File: src/rtl/logic_ops_pkg.sv
// Shared gate encodings for the logic demux pipeline.
//   OP_W  : width of the op field carried on the request interface
//   op_e  : gate select codes; OP_ILLEGAL is accepted but yields zero
package logic_ops_pkg;

  localparam int OP_W = 3;

  typedef enum logic [OP_W-1:0] {
    OP_NOT     = 3'd0,
    OP_AND     = 3'd1,
    OP_OR      = 3'd2,
    OP_NAND    = 3'd3,
    OP_NOR     = 3'd4,
    OP_XOR     = 3'd5,
    OP_XNOR    = 3'd6,
    OP_ILLEGAL = 3'd7
  } op_e;

endpackage

File: src/rtl/logic_unit.sv
// Purely combinational bitwise gate evaluator.
//   a, b    : WIDTH-bit operands (b ignored for OP_NOT)
//   op      : gate select (logic_ops_pkg::op_e encoding)
//   y       : WIDTH-bit result, all zeros for an illegal op
//   illegal : high when op does not name a gate
module logic_unit
  import logic_ops_pkg::*;
#(
  parameter int WIDTH = 8
) (
  input  logic [WIDTH-1:0] a,
  input  logic [WIDTH-1:0] b,
  input  logic [OP_W-1:0]  op,
  output logic [WIDTH-1:0] y,
  output logic             illegal
);

  always_comb begin
    // NOTE: every output gets a default before the case so no path leaves a
    // value unassigned, which would otherwise infer a latch.
    y       = '0;
    illegal = 1'b0;
    case (op_e'(op))
      OP_NOT:  y = ~a;
      OP_AND:  y = a & b;
      OP_OR:   y = a | b;
      OP_NAND: y = ~(a & b);
      OP_NOR:  y = ~(a | b);
      OP_XOR:  y = a ^ b;
      OP_XNOR: y = ~(a ^ b);
      default: illegal = 1'b1;
    endcase
  end

endmodule

File: src/rtl/logic_demux_pipe.sv
// One-stage pipelined bitwise gate with a demultiplexed valid/ready output.
// A request (a, b, op, dest) is evaluated by logic_unit and captured into a
// single holding stage; the result is presented on the shared out_data with
// the valid bit of its destination channel raised. Each channel counts its
// completed transfers.
//   clk, rst             : clock, synchronous active-high reset
//   in_valid / in_ready  : request handshake
//   a, b, op, dest       : operands, gate select, destination channel
//   out_data / out_valid : held result and one-hot per-channel valid
//   out_ready            : per-channel consumer ready
//   err                  : sticky illegal-op / out-of-range-dest flag
//   cnt_sel / cnt_out    : combinational read port for delivery counters
module logic_demux_pipe
  import logic_ops_pkg::*;
#(
  parameter int WIDTH = 8,
  parameter int NCH   = 4,
  parameter int CNTW  = 8
) (
  input  logic                    clk,
  input  logic                    rst,
  input  logic                    in_valid,
  output logic                    in_ready,
  input  logic [WIDTH-1:0]        a,
  input  logic [WIDTH-1:0]        b,
  input  logic [OP_W-1:0]         op,
  input  logic [$clog2(NCH)-1:0]  dest,
  output logic [WIDTH-1:0]        out_data,
  output logic [NCH-1:0]          out_valid,
  input  logic [NCH-1:0]          out_ready,
  output logic                    err,
  input  logic [$clog2(NCH)-1:0]  cnt_sel,
  output logic [CNTW-1:0]         cnt_out
);

  localparam int DW = $clog2(NCH);

  logic             full_q, full_d;
  logic [WIDTH-1:0] data_q, data_d;
  logic [DW-1:0]    dest_q, dest_d;
  logic             err_q,  err_d;
  logic [CNTW-1:0]  cnt_q [NCH];
  logic [CNTW-1:0]  cnt_d [NCH];

  logic [WIDTH-1:0] unit_y;
  logic             unit_illegal;
  logic             accept;
  logic             complete;
  logic             dest_ok;

  logic_unit #(.WIDTH(WIDTH)) u_logic_unit (
    .a       (a),
    .b       (b),
    .op      (op),
    .y       (unit_y),
    .illegal (unit_illegal)
  );

  // The held result leaves in the same cycle a new one may enter, so the
  // stage accepts whenever it is empty or draining. Held low through reset.
  assign complete = full_q && out_ready[dest_q];
  assign in_ready = !rst && (!full_q || out_ready[dest_q]);
  assign accept   = in_valid && in_ready;
  assign dest_ok  = 32'(dest) < NCH;

  always_comb begin
    full_d = full_q;
    data_d = data_q;
    dest_d = dest_q;
    err_d  = err_q;
    for (int i = 0; i < NCH; i++) cnt_d[i] = cnt_q[i];

    if (complete) begin
      full_d         = 1'b0;
      cnt_d[dest_q]  = cnt_q[dest_q] + CNTW'(1);
    end

    // An out-of-range dest is consumed but never enters the holding stage.
    if (accept) begin
      err_d = err_q | unit_illegal | !dest_ok;
      if (dest_ok) begin
        full_d = 1'b1;
        data_d = unit_y;
        dest_d = dest;
      end
    end
  end

  always_ff @(posedge clk) begin
    if (rst) begin
      full_q <= 1'b0;
      data_q <= '0;
      dest_q <= '0;
      err_q  <= 1'b0;
      // NOTE: the counter array is a handful of flops, not a RAM, and must
      // read zero after reset, so every entry is cleared explicitly.
      for (int i = 0; i < NCH; i++) cnt_q[i] <= '0;
    end else begin
      // NOTE: non-blocking assignments so all state updates see the
      // pre-edge values regardless of statement order.
      full_q <= full_d;
      data_q <= data_d;
      dest_q <= dest_d;
      err_q  <= err_d;
      for (int i = 0; i < NCH; i++) cnt_q[i] <= cnt_d[i];
    end
  end

  always_comb begin
    out_valid = '0;
    if (full_q) out_valid[dest_q] = 1'b1;
  end

  always_comb begin
    cnt_out = '0;
    if (32'(cnt_sel) < NCH) cnt_out = cnt_q[cnt_sel];
  end

  assign out_data = data_q;
  assign err      = err_q;

endmodule

File: config.mk
export PLATFORM = sky130hd
export DESIGN_NAME = logic_demux_pipe
export DESIGN_NICKNAME = d
export VERILOG_FILES = /design/src/rtl/logic_ops_pkg.sv /design/src/rtl/logic_unit.sv /design/src/rtl/logic_demux_pipe.sv
export SDC_FILE = /design/constraint.sdc
export NUM_CORES = 1
export LEC_CHECK = 0
export CORE_MARGIN = 3
export CORE_UTILIZATION = 25
export CTS_BUF_LIST = sky130_fd_sc_hd__clkbuf_4 sky130_fd_sc_hd__clkbuf_8
export DETAILED_ROUTE_END_ITERATION = 8
export PLACE_DENSITY = 0.45
export SYNTH_ARGS = -nofsm -noshare
export SYNTH_HDL_FRONTEND = slang
export SYNTH_HIERARCHICAL = 1
export SYNTH_SLANG_ARGS = --single-unit
File: constraint.sdc
create_clock -name clk -period 3.1 [get_ports clk]
set_input_delay 0.62 -clock clk [delete_from_list [all_inputs] [get_ports clk]]
set_output_delay 0.62 -clock clk [all_outputs]
set_load 0.03 [all_outputs]
==> results of run 1 <==
## how the worst max path moves through the flow
stage	from	to	cells after the start
2_1_floorplan	cnt_sel[1]	cnt_out[0]	2
3_3_place_gp	cnt_sel[1]	cnt_out[0]	3
3_5_place_dp	cnt_sel[1]	cnt_out[2]	3
4_1_cts	out_ready[2]	in_ready	5
5_1_grt	cnt_sel[0]	cnt_out[6]	3
6_report	cnt_sel[0]	cnt_out[2]	4
## worst register-to-register path, stage by stage (launching register included)
cell and delay, ns:
dfxtp_1 0.55, mux4_1 0.70, ha_1 0.29, nand3_1 0.10, xor2_1 0.29, a21oi_1 0.11
## power groups by stage
| stage | sequential, uW | combinational, uW | clock, uW |
|---|---|---|---|
| CTS | 643 | 326 | 416 |
| detailed placement | 657 | 325 | 0 |
| global placement | 658 | 320 | 0 |
| global route | 647 | 354 | 443 |
| finish | 643 | 321 | 391 |
| floorplan | 666 | 200 | 0 |
## cells by family after synthesis
family,Yosys count
AOI/OAI and AO/OA,67
xor gates and xnor gates,3
adders and majority gates,17
buffers and inverters,47
DFF,46
muxes,51
and+or+nand+nor,60
## through the flow
step	setup TNS [ns]	total power [uW]	area, um2
2_1_floorplan	0	867	2990
3_3_place_gp	0	978	3610
3_5_place_dp	-0.0114	982	3610
4_1_cts	0	1390	3700
5_1_grt	0	1440	3700
6_report	0	1360	3700
## final cells by class
class | count | share of cell area
Tap cell | 143 | 0.0483
Inverter | 25 | 0.0253
Timing Repair Buffer | 60 | 0.158
Clock buffer | 7 | 0.0243
Multi-Input combinational cell | 198 | 0.494
Sequential cell | 46 | 0.249
Clock inverter | 1 | 0.00135
## routing by layer
metal  vias up  track usage
li1       1155            -
met1      1099        0.140
met2        55        0.192
met3         5       0.0235
met4         0       0.0258
met5         -            0
## registers in the layout (all words and copies together) (netlist names), named ones only
name / cells
err: 1
full_q: 1
out_data: 8
dest_q: 2
cnt_q: 32
## cell usage after synthesis, types with 5 or more instances
master	count	area [um2]
dfxtp_1	46	921
o21ai_0	27	135
inv_1	25	93.8
mux4_2	20	450
ha_1	17	213
a21oi_1	16	80.1
mux2_2	13	146
nor2_1	13	48.8
a31oi_1	12	75.1
nor2b_1	11	68.8
clkbuf_1	9	33.8
mux2i_1	9	90.1
a211oi_1	8	60.1
nand2_1	8	30.0
nor2_2	5	31.3
==> impl_metrics.toml, run 1 <==
[route]
vias = 2314
dr_wl_met3_um = 356
drtIter0Drc = 154
wl_met1_mm = 3.25
ant_nets = 0
wl_per_cell_um = 14.7
drc = 0
wl_met2_mm = 3.37
dr.pass1.iters = 4
drt-total-wl_mm = 7.04
routed.top_layer = "met4"
drt-vias-per-instance = 4.82

[floorplanning]
core_area_mm2 = 0.0116
io_pins = 52
rows = 39
die_x_um = 115
die_area_mm2 = 0.0133
initial_core_util = 0.259
die_y_um = 115

[clocking]
postCtsSetupBuffers = 0
cts_buffers = 5
cts_resized = 1
cts_hold_buf = 0
clock_latency_ns = 0.30
clockRootBuffer = "clkbuf_8"
clock_sinks = 46
clock_path_buffers = 2
path_clk_slew_ns = 0.08
cts_tree = "yes"
h-tree-depth = 2

[setup_path]
path_cells = "clkdlybuf4s50_1, buf_4, mux4_2, clkdlybuf4s50_1"
r2r_end = "cnt_q[0][4]"
start_kind = "input port"
crit_top_cell = "clkdlybuf4s50_1"
crit_required_ns = 2.48
path_class = "input port to primary output"
path_delay_family = "buffers and inverters"
cp.arrival_ns = 2.34
worst_r2r_path_depth = 5
regToRegSetupSlack_ns = 0.93
cp_slowest_cell = "clkdlybuf4s50_1"
slowest_delay_ns = 0.61
cp_max_fo = 6
worst-path-buf-inv = 3
cp-end-kind = "primary output"

[hold_path]
min_from = "err"
hold_path_class = "flop to flop"
min_path_cells = 2
min_to = "err"

[yosys]
synth_xor_area_frac = 0.00878
synth_top_family_by_area = "multiplexers"
synth_cell_type_count = 42
synthSimpleGateAreaFrac = 0.120
ys_seq_area_frac = 0.308
synth-seq-cells = 46
synth_area_mm2 = 0.00299
synth_edf_count = 0
syn_avg_cell_area_um2 = 10.3
synth_compound_area_frac = 0.127
synth_fa_ha_area_frac = 0.0710
netlist_instances = 291
synth_nets = 338
yosys_warnings = 6
async_flop_share = 0
synth_ff_type = "dfxtp_1"
synth_mux_area_frac = 0.285

[sta]
final_hold_viol_count = 0
final.min_clock_period_ns = 2.96
finalSetupViolations = 0
slew_violations = 0
hold_slack_ns = 0.457
slew_headroom = 0.551
rsz0062_at_grt = "false"
fin_skew_ns = 0.00890
worstMarginPinSlew_ns = 0.673
fmax_ghz = 0.338
worst_slack_ns = 0.139
fin_crit_sh = 0.955

[finish]
syn2layout_area_growth_pct = 23.7
final_cell_mix = "dfxtp_1, clkdlybuf4s50_1, o21ai_0"
fin_cells = 480
fin_util = 0.320
n_antenna_cell = 0
nNetsFinal = 383
regArea_um2 = 921
multiInputGateArea_mm2 = 0.00183
drive_gt1_frac = 0.193
num-fill-cells = 1199

[global_routing]
antenna_found_initial = 0
grt-ovfl-total = 0
track_usage = 0.110
grt_pass1_wl_mm = 11.8
grt_max_degree = 35
first_global_vias = 2318

[power_and_ir_drop]
power.leakage_uw = 0.00146
p_clk_frac = 0.289
power_density_mw_per_mm2 = 366
power_switching_uw = 378
switching_share = 0.279
seq_power_share = 0.474
combinationalPowerShare = 0.237
ir_worst_vdd_uv = 124
intPower_uw = 977

[place]
dp.final_hpwl_mm = 5.22
pre_cts_ws_ns = -0.0111
place.gp.congestion = 0.719
portBuffers = 51
placed_cells = 472

[run]
maxCapViolations = 0

[outcome]
outcome = "finished, final reports clean"
(Power assumes the default switching activity.)
==> inputs of run 2 (changes only) <==
--- a/config.mk
+++ b/config.mk
@@ -5,6 +5,7 @@
 export SDC_FILE = /design/constraint.sdc
 export NUM_CORES = 1
 export LEC_CHECK = 0
+export CORE_ASPECT_RATIO = 1.1
 export CORE_MARGIN = 3
 export CORE_UTILIZATION = 25
 export CTS_BUF_LIST = sky130_fd_sc_hd__clkbuf_4 sky130_fd_sc_hd__clkbuf_8
==> run 2 against run 1 <==
Critical path depth is 1 lower. Die area hardly changed. Routed wire length is 0.61% lower. First-iteration DRC count is 55% lower. Largest cell class unchanged.
==> impl_metrics.toml, run 2 (synthesis gave the netlist of run 1 again) <==
[outcome]
outcome = "finished, final reports clean"

[sta]
slew_headroom = 0.568
worstMarginPinSlew_ns = 0.648
hold_slack_ns = 0.454
final_hold_viol_count = 0
final.min_clock_period_ns = 3.00
slew_violations = 0
rsz0062_at_grt = "false"
fmax_ghz = 0.334
finalSetupViolations = 0
fin_crit_sh = 0.967
fin_setup_tns_ns = 0
fin_skew_ns = 0.00858

[clocking]
cts_tree = "yes"
h-tree-depth = 2
cts_buffers = 5
clock_sinks = 46
clockRootBuffer = "clkbuf_8"
clock_latency_ns = 0.30
path_clk_slew_ns = 0.09
clock_path_buffers = 2
cts_hold_buf = 0
postCtsSetupBuffers = 0

[finish]
fin_cells = 487
drive_gt1_frac = 0.193
n_antenna_cell = 0
largest_register_ffs = 32
syn2layout_area_growth_pct = 23.7
design_area_mm2 = 0.00370
final_cell_mix = "dfxtp_1, clkdlybuf4s50_1, o21ai_0"
largest_register = "cnt_q"
nNetsFinal = 384
fin_util = 0.320

[setup_path]
crit_required_ns = 2.48
cp.arrival_ns = 2.38
cp_max_fo = 5
regToRegSetupSlack_ns = 0.84
worst_r2r_path_depth = 5
crit_top_cell = "clkdlybuf4s50_1"
cp-end-kind = "primary output"
path_cells = "clkdlybuf4s50_1, mux4_2, clkdlybuf4s50_1"
start_kind = "input port"
slowest_delay_ns = 0.62
cp_slowest_cell = "clkdlybuf4s50_1"
path_class = "input port to primary output"
r2r_end = "cnt_q[1][2]"

[floorplanning]
die_area_mm2 = 0.0133
core_area_mm2 = 0.0116
initial_core_util = 0.258
io_pins = 52
die_x_um = 110
die_y_um = 121
rows = 41

[global_routing]
first_global_vias = 2379
track_usage = 0.111
grt_max_degree = 35
antenna_found_initial = 0
grt_pass1_wl_mm = 11.7
grt-ovfl-total = 0

[place]
portBuffers = 51
placed_cells = 480
place.gp.congestion = 0.737
dpl_cell_area_mm2 = 0.00362
dp.final_hpwl_mm = 5.31

[hold_path]
min_path_cells = 2
min_to = "err"
min_from = "err"
hold_path_class = "flop to flop"

[route]
ant_nets = 0
drt-total-wl_mm = 7.00
drtIter0Drc = 70
drc = 0
drt-vias-per-instance = 4.74
dr.pass1.iters = 4
wl_per_cell_um = 14.4
vias = 2310

[power_and_ir_drop]
ir_worst_vdd_uv = 152
power.leakage_uw = 0.00147
power_density_mw_per_mm2 = 356

[run]
maxCapViolations = 0
[run 2: changes by cell type in the layout (fill, tap and decap cells not counted), sizes merged]
cell / before / now
clkbuf: 7 / 5
buf: 12 / 13
clkinv: 1 / 2
[run 2: worst max-delay path by stage]
stage,endpoint,depth (start not counted),slack [ns],start
2_1_floorplan,cnt_out[0],2,0.81,cnt_sel[1]
3_3_place_gp,in_ready,5,0.02,out_ready[3]
3_5_place_dp,in_ready,5,0.0002,out_ready[3]
4_1_cts,cnt_out[1],3,0.05,cnt_sel[1]
5_1_grt,cnt_out[0],3,0.01,cnt_sel[1]
6_report,cnt_out[0],3,0.10,cnt_sel[1]
[run 2: what timing repair did]
action                                  CTS  global route
pin swaps                                 0             0
endpoints found under the setup margin    1             1
gates cloned                              0             0
gates resized for setup                   1             1
[run 2: layout make-up]
type / count / area [um2]
fillers: 1248 / 7890
multi-input cells: 198 / 1830
flip-flops and latches: 46 / 921
repair buffers: 61 / 592
well taps: 150 / 188
inverters: 25 / 93.8
clock buffers: 5 / 68.8
clock inverters: 2 / 10.0
[run 2: power by group]
part | total (uW) | switching (uW) | internal (uW)
clock network | 354 | 202 | 152
registers | 642 | 24.2 | 617
logic | 323 | 152 | 171
[run 2: layer usage]
metal | up-vias | GRT usage | share of wire
met3 | 6 | 0.0251 | 0.053
met4 | 0 | 0.0300 | 0.012
met2 | 54 | 0.192 | 0.49
met5 | - | 0 | 0
li1 | 1147 | - | -
met1 | 1103 | 0.137 | 0.44
[run 2: metrics by stage]
step | setup slack [ns] | power (uW)
after floorplan | 0.815 | 867
after global placement | 0.0162 | 980
after detailed placement | 0.000163 | 984
after CTS | 0.0525 | 1340
after global routing | 0.0124 | 1400
final | 0.102 | 1320
[run 2: critical path, delay by kind of cell]
family | cells | cell delay, ns
buffers and inverters | 2 | 1.22
muxes | 1 | 0.53
==> inputs of run 3 (changes only) <==
--- a/config.mk
+++ b/config.mk
@@ -5,12 +5,14 @@
 export SDC_FILE = /design/constraint.sdc
 export NUM_CORES = 1
 export LEC_CHECK = 0
+export ABC_AREA = 1
 export CORE_ASPECT_RATIO = 1.1
 export CORE_MARGIN = 3
 export CORE_UTILIZATION = 25
 export CTS_BUF_LIST = sky130_fd_sc_hd__clkbuf_4 sky130_fd_sc_hd__clkbuf_8
 export DETAILED_ROUTE_END_ITERATION = 8
-export PLACE_DENSITY = 0.45
+export PLACE_DENSITY = 0.44
+export SLEW_MARGIN = 20
 export SYNTH_ARGS = -nofsm -noshare
 export SYNTH_HDL_FRONTEND = slang
 export SYNTH_HIERARCHICAL = 1
==> run 3 against run 2 <==
Sequential share of layout area decreased by 2.3 points. Final cell count rose by 56%. Routed wire length grew 46%. Core utilization fell by 0.15 points. Sequential power is 0.6% lower. Combinational power grew 21%. Via count up 52%. Final area is 10% higher. Die area rose by 11%. Synthesized cell count grew 90%. Non-clock buffer count is the same. Critical endpoint is now cnt_out[1]. Largest cell class unchanged.
==> impl_metrics.toml, run 3 <==
[yosys]
synth.largest_area_cell = "dfxtp_1"
synth_area_leaders = "dfxtp_1, nand2_1, nand3_1, inv_1, ha_1"
synth.top_cell.area_share = 0.274
synth_edf_count = 0
synth_area_mm2 = 0.00336
async_flop_share = 0
synth-seq-cells = 46
netlist_instances = 553
synth_cell_type_count = 24
syn_avg_cell_area_um2 = 6.07
synth_ff_type = "dfxtp_1"
synth_most_common_cell = "nand2_1"
yosys_warnings = 6
synth_commonest_cells = "nand2_1, inv_1, nand3_1"
synth_nets = 600
ys_seq_area_frac = 0.274

[route]
drt-vias-per-instance = 4.65
drc = 0
vias = 3521
drt-total-wl_mm = 10.2
dr.pass1.iters = 4
drtIter0Drc = 166
ant_nets = 0
wl_per_cell_um = 13.5

[global_routing]
grt_max_degree = 32
grt_pass1_wl_mm = 16.9
first_global_vias = 3373
grt-ovfl-total = 0
track_usage = 0.143
antenna_found_initial = 0

[setup_path]
setup.worst_path.end = "cnt_out[1]"
path_class = "input port to primary output"
regToRegSetupSlack_ns = 0.83
critPathLaunch = "cnt_sel[0]"
crit_required_ns = 2.48
start_kind = "input port"
worst_r2r_path_depth = 11
cp.arrival_ns = 2.31
r2r_end = "cnt_q[2][2]"
cp-end-kind = "primary output"
cp_max_fo = 8

[sta]
hold_slack_ns = 0.470
fin_setup_tns_ns = 0
fmax_ghz = 0.342
fin_skew_ns = 0.00750
final_hold_viol_count = 0
finalSetupViolations = 0
final.min_clock_period_ns = 2.93
worst_slack_ns = 0.173
slew_violations = 0
fin_crit_sh = 0.944
rsz0062_at_grt = "false"
slew_headroom = 0.670
worstMarginPinSlew_ns = 0.495

[floorplanning]
initial_core_util = 0.261
die_y_um = 128
rows = 43
die_area_mm2 = 0.0149
die_x_um = 116
core_area_mm2 = 0.0129
io_pins = 52

[power_and_ir_drop]
p_clk_frac = 0.310
intPower_uw = 1020
combinationalPowerShare = 0.263
seq_power_share = 0.428
switching_share = 0.319
p_total_uw = 1490
power.leakage_uw = 0.00199
power_switching_uw = 477
power_density_mw_per_mm2 = 365
ir_worst_vdd_uv = 131

[clocking]
clock_path_buffers = 2
h-tree-depth = 2
clockRootBuffer = "clkbuf_8"
cts_hold_buf = 0
path_clk_slew_ns = 0.08
cts_resized = 0
cts_tree = "yes"
postCtsSetupBuffers = 0
clock_latency_ns = 0.31
cts_buffers = 5
clock_sinks = 46

[finish]
n_antenna_cell = 0
drive_gt1_frac = 0.0799
final_cell_mix = "nand2_1, inv_1, nand3_1"
multiInputGateArea_mm2 = 0.00194
largest_register = "cnt_q"
regArea_um2 = 921
fin_cells = 758
num-fill-cells = 1458
layout_commonest_cell = "nand2_1"
largest_register_ffs = 32
nNetsFinal = 647
syn2layout_area_growth_pct = 21.9

[outcome]
outcome = "finished, final reports clean"

[place]
dp.final_hpwl_mm = 7.61
pre_cts_ws_ns = 0.205
placed_cells = 750
place.gp.congestion = 0.806
portBuffers = 51

[run]
maxCapViolations = 0

[hold_path]
hold_path_class = "flop to flop"
## run 3: power groups by stage
stage	Combinational [uW]	Clock, uW	Sequential (uW)
2_1_floorplan	235	0	664
3_3_place_gp	391	0	653
3_5_place_dp	395	0	653
4_1_cts	396	482	639
5_1_grt	438	516	642
6_report	392	462	638
## run 3: area by class of cell
type | count | area share
Clock inverter | 2 | 0.00918
Multi-Input combinational cell | 392 | 0.473
Timing Repair Buffer | 61 | 0.139
Tap cell | 157 | 0.0480
Clock buffer | 6 | 0.0187
Inverter | 94 | 0.0863
Sequential cell | 46 | 0.225
## run 3: critical path, cell delays in order
cell and delay [ns]:
clkdlybuf4s50_1 0.57, clkinv_1 0.22, o21ai_0 0.21, o22ai_1 0.09, clkdlybuf4s50_1 0.59
## run 3: cell families (layout without fill, tap and decap cells)
family,after synthesis,count (layout),synth area share
DFF,46,46,0.274
adders and majority gates,17,17,0.0634
and+or+nand+nor,292,292,0.382
AOI/OAI and AO/OA,83,83,0.132
buffers and inverters,115,163,0.149
## run 3: stage by stage
stage	util	instance area, um2
after floorplan	-	3360
after global placement	0.309	3980
after detailed placement	0.309	3980
after CTS	0.318	4090
after global routing	0.318	4090
final	0.318	4090
## run 3: routing by layer
layer  vias to the layer above  routed length (um)  part of all wire  track usage
met5                         -                   0                 0            0
met4                         0                 107             0.010       0.0403
met3                        13                 364             0.036       0.0185
met2                        70                5070              0.50        0.254
met1                      1586                4660              0.46        0.178
li1                       1852                   -                 -            -
## run 3: how the worst min path moves through the flow
stage,startpoint,to,slack (ns),cells past startpoint
after floorplan,cnt_q[2][1],cnt_q[2][1],0.44,2
after detailed placement,out_data[1],out_data[1],0.46,2
after global routing,out_data[1],out_data[1],0.51,2
after global placement,out_data[1],out_data[1],0.46,2
final,out_data[1],out_data[1],0.47,2
after CTS,out_data[1],out_data[1],0.48,2
